==> config.mk <==
export PLATFORM = sky130hd
export DESIGN_NAME = mem_access_unit
export DESIGN_NICKNAME = d
export VERILOG_FILES = /design/src/rtl/mem_access_unit.sv
export SDC_FILE = /design/constraint.sdc
export NUM_CORES = 1
export LEC_CHECK = 0
export CAP_MARGIN = 25
export CORE_MARGIN = 2
export CORE_UTILIZATION = 38
export DETAILED_ROUTE_END_ITERATION = 6
export PLACE_DENSITY = 0.73
export SLEW_MARGIN = 10
export SYNTH_ARGS = -nofsm -noshare
export SYNTH_HDL_FRONTEND = slang
export SYNTH_SLANG_ARGS = --single-unit
==> constraint.sdc <==
create_clock -name CLK -period 3.65 [get_ports CLK]
set_input_delay 0.73 -clock CLK [delete_from_list [all_inputs] [get_ports CLK]]
set_output_delay 0.73 -clock CLK [all_outputs]
set_load 0.005 [all_outputs]
==> src/rtl/mem_access_unit.sv <==
// mem_access_unit: load/store initiator between the MEM stage and a
// word-addressed data memory. Loads are combinational with sign/zero
// extension; word stores commit in the request cycle; byte and halfword
// stores are a registered read-modify-write that stalls for one cycle.
//
// state | meaning
// ------+-----------------------------------------------------------------
// IDLE  | accept requests; loads, word stores and faults resolve here
// MERGE | write back old_word with the captured lane replaced
module mem_access_unit #(
  parameter int WIDTH = 32
) (
  input  logic             CLK,
  input  logic             RST,
  input  logic             Req_Valid,
  input  logic             Req_Write,
  input  logic [1:0]       Req_Size,
  input  logic             Req_Unsigned,
  input  logic [WIDTH-1:0] Req_Addr,
  input  logic [WIDTH-1:0] Req_WData,
  input  logic [WIDTH-1:0] Mem_RD,
  output logic [WIDTH-1:0] Mem_A,
  output logic [WIDTH-1:0] Mem_WD,
  output logic             Mem_WE,
  output logic [WIDTH-1:0] Load_Data,
  output logic             Stall,
  output logic             Misaligned
);

  localparam logic [1:0] SZ_BYTE = 2'b00;
  localparam logic [1:0] SZ_HALF = 2'b01;
  localparam logic [1:0] SZ_WORD = 2'b10;

  typedef enum logic {IDLE, MERGE} state_t;

  state_t           state_q, state_d;
  logic [WIDTH-1:0] old_word_q, old_word_d;
  logic [WIDTH-1:0] addr_q, addr_d;
  logic [15:0]      data_q, data_d;
  logic [1:0]       size_q, size_d;

  logic             req_misaligned;
  logic [7:0]       ld_byte;
  logic [15:0]      ld_half;
  logic [WIDTH-1:0] ld_ext;
  logic [WIDTH-1:0] merge_word;

  // Alignment fault detection for the current request
  always_comb begin
    req_misaligned = 1'b0;
    case (Req_Size)
      SZ_BYTE: req_misaligned = 1'b0;
      SZ_HALF: req_misaligned = Req_Addr[0];
      SZ_WORD: req_misaligned = (Req_Addr[1:0] != 2'b00);
      default: req_misaligned = 1'b1;
    endcase
  end

  // Lane select and sign/zero extension of the memory read word
  always_comb begin
    ld_byte = 8'h00;
    case (Req_Addr[1:0])
      2'd0:    ld_byte = Mem_RD[7:0];
      2'd1:    ld_byte = Mem_RD[15:8];
      2'd2:    ld_byte = Mem_RD[23:16];
      default: ld_byte = Mem_RD[31:24];
    endcase
    ld_half = Req_Addr[1] ? Mem_RD[31:16] : Mem_RD[15:0];
    ld_ext  = Mem_RD;
    if (Req_Size == SZ_BYTE) begin
      ld_ext = {{24{ld_byte[7] & ~Req_Unsigned}}, ld_byte};
    end else if (Req_Size == SZ_HALF) begin
      ld_ext = {{16{ld_half[15] & ~Req_Unsigned}}, ld_half};
    end
  end

  // Replace the captured lane of the old word with the captured store data
  always_comb begin
    merge_word = old_word_q;
    if (size_q == SZ_BYTE) begin
      case (addr_q[1:0])
        2'd0:    merge_word[7:0]   = data_q[7:0];
        2'd1:    merge_word[15:8]  = data_q[7:0];
        2'd2:    merge_word[23:16] = data_q[7:0];
        default: merge_word[31:24] = data_q[7:0];
      endcase
    end else if (addr_q[1]) begin
      merge_word[31:16] = data_q;
    end else begin
      merge_word[15:0] = data_q;
    end
  end

  // Next-state and output decode
  always_comb begin
    state_d    = state_q;
    old_word_d = old_word_q;
    addr_d     = addr_q;
    data_d     = data_q;
    size_d     = size_q;
    Mem_A      = {2'b00, Req_Addr[WIDTH-1:2]};
    Mem_WD     = '0;
    Mem_WE     = 1'b0;
    Load_Data  = '0;
    Stall      = 1'b0;
    Misaligned = 1'b0;

    case (state_q)
      IDLE: begin
        if (Req_Valid) begin
          if (req_misaligned) begin
            Misaligned = 1'b1;
          end else if (!Req_Write) begin
            Load_Data = ld_ext;
          end else if (Req_Size == SZ_WORD) begin
            Mem_WD = Req_WData;
            Mem_WE = 1'b1;
          end else begin
            Stall      = 1'b1;
            old_word_d = Mem_RD;
            addr_d     = Req_Addr;
            data_d     = Req_WData[15:0];
            size_d     = Req_Size;
            state_d    = MERGE;
          end
        end
      end
      MERGE: begin
        Mem_A   = {2'b00, addr_q[WIDTH-1:2]};
        Mem_WD  = merge_word;
        Mem_WE  = 1'b1;
        state_d = IDLE;
      end
      default: state_d = IDLE;
    endcase

    // Reset silences every side effect, including a pending merge write
    if (RST) begin
      Mem_WD     = '0;
      Mem_WE     = 1'b0;
      Load_Data  = '0;
      Stall      = 1'b0;
      Misaligned = 1'b0;
    end
  end

  // State and read-modify-write capture registers
  always_ff @(posedge CLK) begin
    if (RST) begin
      state_q    <= IDLE;
      old_word_q <= '0;
      addr_q     <= '0;
      data_q     <= '0;
      size_q     <= '0;
    end else begin
      state_q    <= state_d;
      old_word_q <= old_word_d;
      addr_q     <= addr_d;
      data_q     <= data_d;
      size_q     <= size_d;
    end
  end

endmodule

# After elaboration in Yosys (flattened, before gate mapping)
# Cells that the tools add are included.
word_totals:
  reg_bits: 83
  latchBits: 0
  mem_bits_rw: 0
  romBits: 0
  inputBits: 103
  out_inout_bits: 99
  word_cells: 65
  mem_count: 0
op_classes:
  addsub: 0
  n_mul: 0
  div: 0
  order_cmp: 0
  eq_ne: 6
  shift: 0
  muxes: 41
  n_bitwise: 6
  reduce_logical: 7
ops:
  columns: ["op", "count"]
  rows:
  - ["32-bit two-way mux", 13]
  - ["32-bit case mux with 2 select lines", 1]
  - ["16-bit two-way mux", 3]
  - ["8-bit two-way mux", 4]
  - ["30-bit two-way mux", 1]
  - ["8-bit case mux with 3 select lines", 1]
  - ["1-bit two-way mux", 15]
  - ["2-bit zero test", 4]
  - ["2-bit by 1-bit == test with 1-bit output, second input constant", 3]
  - ["2-bit == test, second input constant", 3]
  - ["5-bit AND reduction", 1]
  - ["1-bit NOT", 4]
  - ["1-bit case mux with 2 select lines", 2]
  - ["1-bit case mux with 3 select lines", 1]
  - ["3-bit OR reduction", 1]
  - ["1-bit AND", 2]
  - ["2-bit nonzero test", 1]

# Logic depth before layout (Yosys ltp)
# Gate-level depths: netlist of run 1.
logic_depth:
  depth_word: 9
  ltp_mapped: 7

# Worst setup path after synthesis of run 1
# No wires, ideal clock.
synth_path:
  path_type: "input -> output"
  start: "in RST"
  end: "out Load_Data[22]"
  t_arrival_ps: 1807
  required_ps: 2920
  path_slack_ps: 1113
  stages: 6
  cell_sequence: "clkbuf_1 nor4b_2 o21a_1 o211ai_2 buf_2 a21oi_1"
synth_between:
  elab_chain_cells: 1
synth_rtl:
  columns: ["element", "line_no", "rtl"]
  rows:
  - ["from (decl)", "14", "input logic RST,"]
  - ["32-bit two-way mux", "138", "if (RST) begin"]
  - ["to (decl)", "25", "output logic [WIDTH-1:0] Load_Data,"]
# Every way passes these cells.

# Final worst setup path of run 1
layout_path:
  start: "in Req_Addr[1]"
  end: "out Load_Data[29]"
layout_between:
  elab_chain_cells: 9
  word_cells_on_any_way: 16
  classes_between: "eq/ne (2); mux (10); bitwise (2); reduce/logical (2)"
layout_rtl:
  columns: ["element", "line_no", "rtl"]
  rows:
  - ["from (decl)", "19", "input logic [WIDTH-1:0] Req_Addr,"]
  - ["2-bit == test (tied with other cells)", "62", "case (Req_Addr[1:0])"]
  - ["8-bit case mux with 3 select lines or 1-bit AND (tied branches)", "62, 73", null]
  - ["1-bit AND or 32-bit two-way mux (tied branches)", "71, 72", null]
  - ["32-bit two-way mux", "70", "if (Req_Size == SZ_BYTE) begin"]
  - ["32-bit two-way mux", "113", "end else if (!Req_Write) begin"]
  - ["32-bit two-way mux (*)", "111", "if (req_misaligned) begin"]
  - ["32-bit two-way mux (*)", "110", "if (Req_Valid) begin"]
  - ["32-bit two-way mux (*)", "108", "case (state_q)"]
  - ["32-bit two-way mux (*)", "138", null]
# Every way passes the cells marked *; elsewhere a longest branch is shown, timed or not.

==> results.py, run 1 <==
metrics = {
    "global_routing": {
        "gr-usage-all-layers": 0.244,
        "antenna_found_initial": 1,
        "grt_overflow": 0,
        "grt_max_degree": 85,
        "grt_pass1_vias": 5149,
        "grt_pass1_wl_mm": 27.7,
    },
    "critical_path": {
        "r2r_slack_ns": 1.10,
        "cp.arrival_ns": 2.84,
        "cp-end-kind": "output pin",
        "r2r_start": "state_q$_SDFF_PP0_",
        "critPathMaxFanout": 16,
        "worst_setup_path_start_kind": "primary input",
        "r2r-end": "old_word_q[22]$_SDFFE_PP0P_",
        "r2r_cells": 5,
        "crit_required_ns": 2.92,
        "path_class": "primary input to output pin",
    },
    "die": {
        "ios": 202,
        "dieHeight_um": 121,
        "initial_core_util": 0.390,
        "die_area_um2": 14500,
        "fp.dieW_um": 121,
        "core_area_um2": 13200,
        "fp-row-count": 42,
    },
    "logic_synthesis": {
        "synth_compound_area_frac": 0.224,
        "ys_dominant_reg_cell": "dfxtp_1",
        "synth_area_per_cell_um2": 7.77,
        "ys_ff_latch": 83,
        "synth_fa_ha_area_frac": 0,
        "syn-instance-count": 664,
        "synth_top_family_by_area": "compound AO/OA/AOI/OAI gates",
        "ys_warn_count": 0,
        "synth_edf_count": 0,
        "synth_async_sr_flop_share": 0,
        "yosysUniqueCellTypes": 49,
        "synthSimpleGateAreaFrac": 0.204,
        "seq_area_frac_synth": 0.322,
        "synth_xor_area_frac": 0,
        "synth_mux_area_frac": 0.160,
        "netlist_area_um2": 5160,
    },
    "power_and_ir_drop": {
        "power.total_mw": 2.33,
        "p_per_area_nw_per_um2": 305,
        "ir_drop_mv": 0.186,
        "leakagePower_nw": 2.75,
    },
    "layout": {
        "final_cell_mix": "clkdlybuf4s50_1 (196), nand2_1 (181), a21oi_1 (95)",
        "fin_cells": 1033,
        "syn2layout_area_growth_pct": 47.7,
        "final_util": 0.575,
        "drive_gt1_frac": 0.160,
        "final_common_cell": "clkdlybuf4s50_1",
        "fill_cells": 1253,
        "nNetsFinal": 954,
    },
    "timing": {
        "finClkSkew_ns": 0.00324,
        "setup_viol": 0,
        "setup_tns_ns": 0,
        "fmax_mhz": 280,
        "drv_slew": 0,
        "hold_viol": 0,
        "timing.final.crit_share": 0.978,
        "layout_min_cycle_time_ns": 3.57,
        "worst_pin_slew_ns": 0.941,
        "grt_setup_unrepaired": "yes",
        "maxSlewHeadroom": 0.373,
    },
    "drt": {
        "vias": 5477,
        "wl_mm": 17.8,
        "viasPerCell": 5.30,
        "wl_per_cell_um": 17.3,
        "firstDrtPassIters": 6,
        "drcViolationCount": 0,
        "ant_nets": 0,
        "initialDrtViolationCount": 429,
    },
    "cts": {
        "cts_setup_buffers": 0,
        "clock_latency_ns": 0.34,
        "clkTransAtPathRegs_ns": 0.06,
        "cts_sinks": 83,
        "clockBufferDepth": 2,
        "cts_tree": "done",
        "postCtsHoldBufs": 0,
        "h-tree-depth": 3,
        "clockRootBuffer": "clkbuf_16",
        "cts_made_buffers": 9,
    },
    "min_path": {
        "hold_class": "register to register",
        "whs_path_depth": 2,
        "worstHoldStart": "addr_q[2]$_SDFFE_PP0P_",
        "min_to": "addr_q[2]$_SDFFE_PP0P_",
    },
    "placed_design": {
        "placed_cells": 1016,
        "dp_hpwl_mm": 12.7,
        "port_buffers": 199,
        "gp_congestion": 0.887,
    },
    "outcome": {
        "status": "finished, final reports clean",
    },
    "job": {
        "drv_cap": 0,
    },
}
[worst max path at each step]
stage | startpoint | to | slack, ns | cells past startpoint
2_1_floorplan | RST | Load_Data[22] | 1.11 | 6
4_1_cts | Req_Addr[1] | Load_Data[10] | 0.006 | 8
3_3_place_gp | Req_Addr[1] | Load_Data[24] | 0.008 | 9
6_report | Req_Addr[1] | Load_Data[29] | 0.08 | 9
3_5_place_dp | Req_Addr[1] | Load_Data[24] | -0.04 | 9
5_1_grt | Req_Addr[1] | Load_Data[15] | -0.03 | 8
[what timing repair did]
item	in CTS	in global routing
gates resized for setup	3	11
hold endpoints to repair	0	0
endpoints found under the setup margin	3	31
[Yosys cell counts (all sizes together) (2+ instances only)]
library cell,n,area [um^2]
o21ai,3,18.8
a211oi,9,82.6
a21oi,102,514
nand2,181,679
a222oi,14,140
a22o,8,70.1
o22ai,8,50.1
a311oi,8,101
nor3,12,87.6
inv,22,82.6
buf,37,308
a211o,2,17.5
mux2i,17,170
nor2,49,189
a221o,7,70.1
and3,2,12.5
o211ai,3,27.5
dfxtp,83,1660
nor2b,3,18.8
clkbuf,19,71.3
a21o,3,22.5
mux2,58,653
[kinds of logic after synthesis]
| kind of cell | count (synthesis) |
|---|---|
| compound gates | 172 |
| buf+inv | 78 |
| flops | 83 |
| mux | 75 |
| other cells | 1 |
| simple gates | 255 |
[state kept, by name, indices dropped and copies added (netlist names)]
register    flops
data_q         16
old_word_q     32
size_q          2
state_q         1
addr_q         32
[final cells by class]
| class | instances | area [um^2] | share of cell area |
|---|---|---|---|
| flip-flops and latches | 83 | 1670 | 0.219 |
| clock buffers | 10 | 229 | 0.0300 |
| diodes | 1 | 2.50 | 0.000328 |
| clock inverters | 6 | 66.3 | 0.00870 |
| well taps | 176 | 220 | 0.0289 |
| inverters | 22 | 82.6 | 0.0108 |
| multi-input cells | 504 | 3090 | 0.405 |
| repair buffers | 231 | 2270 | 0.297 |
[metal layers]
layer | vias to the layer above | GRT usage | wire length (um)
met5 | - | 0 | 0
met4 | 0 | 0.0799 | 410
met3 | 27 | 0.0684 | 1580
met2 | 242 | 0.385 | 7940
met1 | 2513 | 0.321 | 7910
li1 | 2695 | - | -
[worst max-delay path: stages]
cell             delay (ns)
clkdlybuf4s50_1        0.51
buf_12                 0.17
mux2i_1                0.11
buf_4                  0.15
o21ai_1                0.15
o211ai_2               0.12
buf_4                  0.19
a21oi_1                0.16
clkdlybuf4s50_1        0.53
[metrics by stage]
| step | area, um^2 | hold WS [ns] | setup slack [ns] |
|---|---|---|---|
| final | 7620 | 0.452 | 0.0788 |
| after floorplan | 5160 | 0.433 | 1.11 |
| after detailed placement | 7280 | 0.447 | -0.0355 |
| after global routing | 7620 | 0.472 | -0.0348 |
| after CTS | 7580 | 0.455 | 0.00646 |
| after global placement | 7280 | 0.439 | 0.00833 |
[where the power goes]
part / leakage (nW) / total, mW / switching (mW) / internal, mW
combinational: 1.93 / 0.453 / 0.199 / 0.254
clock: 0.146 / 0.916 / 0.384 / 0.532
sequential: 0.674 / 0.956 / 0.0244 / 0.931
total: 2.75 / 2.33 / 0.608 / 1.72
No activity file was read; power rests on OpenSTA's default activity.
==> run 2: changes to the inputs <==
ABC_CLOCK_PERIOD_IN_PS = 3650   (was default)
SKIP_LAST_GASP = 1   (was default)
TNS_END_PERCENT = 20   (was default)
==> run 2 against run 1 <==
Total power fell by 0.19%; largest power group unchanged; die area is the same; wire length about the same; clock skew grew 0.00099 ns; global-route usage unchanged; utilization is 0.085 points lower; non-clock buffer count stayed put; combinational power barely moved; sequential cell count unchanged; critical path type unchanged; setup slack worse by 0.028 ns.
==> results.py, run 2 (same netlist as run 1, synthesis figures left out) <==
metrics = {
    "timing": {
        "finClkSkew_ns": 0.00423,
        "setup_viol": 0,
        "maxSlewHeadroom": 0.383,
        "drv_slew": 0,
        "hold_viol": 0,
        "worst_pin_slew_ns": 0.926,
        "layout_min_cycle_time_ns": 3.60,
        "hold_slack_ns": 0.452,
        "setup_tns_ns": 0,
        "grt_setup_unrepaired": "yes",
        "setup_ws_ns": 0.0510,
        "fmax_mhz": 278,
        "timing.final.crit_share": 0.986,
    },
    "cts": {
        "clock_latency_ns": 0.34,
        "cts_setup_buffers": 0,
        "clockRootBuffer": "clkbuf_16",
        "cts_sinks": 83,
        "clkTransAtPathRegs_ns": 0.06,
        "cts_tree": "done",
        "cts_made_buffers": 9,
        "clockBufferDepth": 2,
        "h-tree-depth": 3,
    },
    "layout": {
        "drive_gt1_frac": 0.155,
        "final_common_cell": "clkdlybuf4s50_1",
        "final_util": 0.575,
        "syn2layout_area_growth_pct": 47.4,
        "multiInputGateArea_um2": 3070,
        "reg_top3": "addr_q: 32 flops, old_word_q: 32 flops, data_q: 16 flops",
        "fill_cells": 1258,
        "nNetsFinal": 954,
        "layout.area.seq_um2": 1670,
        "fin_cells": 1033,
        "final_cell_mix": "clkdlybuf4s50_1 (195), nand2_1 (181), a21oi_1 (98)",
        "final_area_um2": 7610,
    },
    "die": {
        "fp.dieW_um": 121,
        "die_area_um2": 14500,
        "fp-row-count": 42,
        "dieHeight_um": 121,
        "core_area_um2": 13200,
        "initial_core_util": 0.390,
        "ios": 202,
    },
    "placed_design": {
        "pre_cts_ws_ns": -0.0355,
        "port_buffers": 199,
        "postPlaceCellArea_um2": 7280,
        "gp_congestion": 0.887,
        "placed_cells": 1016,
        "dp_hpwl_mm": 12.7,
    },
    "drt": {
        "ant_nets": 0,
        "wl_per_cell_um": 17.3,
        "drcViolationCount": 0,
        "viasPerCell": 5.31,
        "firstDrtPassIters": 5,
        "initialDrtViolationCount": 392,
        "vias": 5489,
        "wl_mm": 17.8,
    },
    "min_path": {
        "min_to": "addr_q[2]$_SDFFE_PP0P_",
        "whs_path_depth": 2,
        "worstHoldStart": "addr_q[2]$_SDFFE_PP0P_",
        "hold_class": "register to register",
    },
    "critical_path": {
        "crit_start": "Req_Addr[1]",
        "r2r_slack_ns": 1.09,
        "crit_required_ns": 2.92,
        "critPathMaxFanout": 16,
        "path_class": "primary input to output pin",
        "worst_setup_path_start_kind": "primary input",
        "r2r_start": "state_q$_SDFF_PP0_",
        "cp.arrival_ns": 2.87,
        "r2r-end": "old_word_q[22]$_SDFFE_PP0P_",
        "r2r_cells": 5,
        "cp-end-kind": "output pin",
    },
    "job": {
        "drv_cap": 0,
    },
    "power_and_ir_drop": {
        "ir_drop_mv": 0.185,
        "power.total_mw": 2.32,
        "leakagePower_nw": 2.78,
        "p_per_area_nw_per_um2": 305,
    },
    "global_routing": {
        "gr-usage-all-layers": 0.244,
        "grt_pass1_wl_mm": 27.7,
        "grt_pass1_vias": 5149,
        "grt_overflow": 0,
        "grt_max_degree": 85,
        "antenna_found_initial": 1,
    },
    "outcome": {
        "status": "finished, final reports clean",
    },
}
==> run 2: cell count changes in the layout (fill, tap and decap cells not counted), sizes merged <==
cell / change
dlygate4sd2: -1
clkdlybuf4s50: -1
dlymetal6s2s: +2
==> run 2: how the worst max path moves through the flow <==
stage	endpoint	cells past startpoint
final	Load_Data[31]	9
after global routing	Load_Data[25]	8
after CTS	Load_Data[23]	9
after detailed placement	Load_Data[24]	9
after global placement	Load_Data[24]	9
after floorplan	Load_Data[22]	6
==> run 2: per-layer routing <==
| layer | global-route usage | vias up | part of all wire |
|---|---|---|---|
| met1 | 0.321 | 2506 | 0.44 |
| met2 | 0.385 | 260 | 0.44 |
| li1 | - | 2694 | - |
| met4 | 0.0799 | 0 | 0.024 |
| met3 | 0.0684 | 29 | 0.090 |
| met5 | 0 | - | 0 |
==> run 2: critical path: stages <==
cell	delay (ns)
clkdlybuf4s50_1	0.51
buf_12	0.17
mux2i_1	0.11
buf_4	0.15
o21ai_1	0.15
o211ai_2	0.12
buf_4	0.19
a21oi_1	0.18
clkdlybuf4s50_1	0.53
==> run 2: what timing repair did <==
action | in CTS | in global routing
gates resized for setup | 1 | 10
setup endpoints to repair | 3 | 45
hold buffers | 0 | 0
==> run 2: where the power goes <==
part	leakage [nW]	internal, mW	switching, mW
combinational	1.96	0.254	0.198
sequential	0.674	0.931	0.0243
clock	0.146	0.532	0.381
total	2.78	1.72	0.604
==> run 2: area by class of cell <==
| cell class | instances | area share |
|---|---|---|
| Clock inverter | 6 | 0.00871 |
| Sequential cell | 83 | 0.219 |
| Multi-Input combinational cell | 504 | 0.404 |
| Inverter | 22 | 0.0109 |
| Clock buffer | 10 | 0.0301 |
| Antenna cell | 1 | 0.000329 |
| Timing Repair Buffer | 231 | 0.299 |
| Tap cell | 176 | 0.0289 |
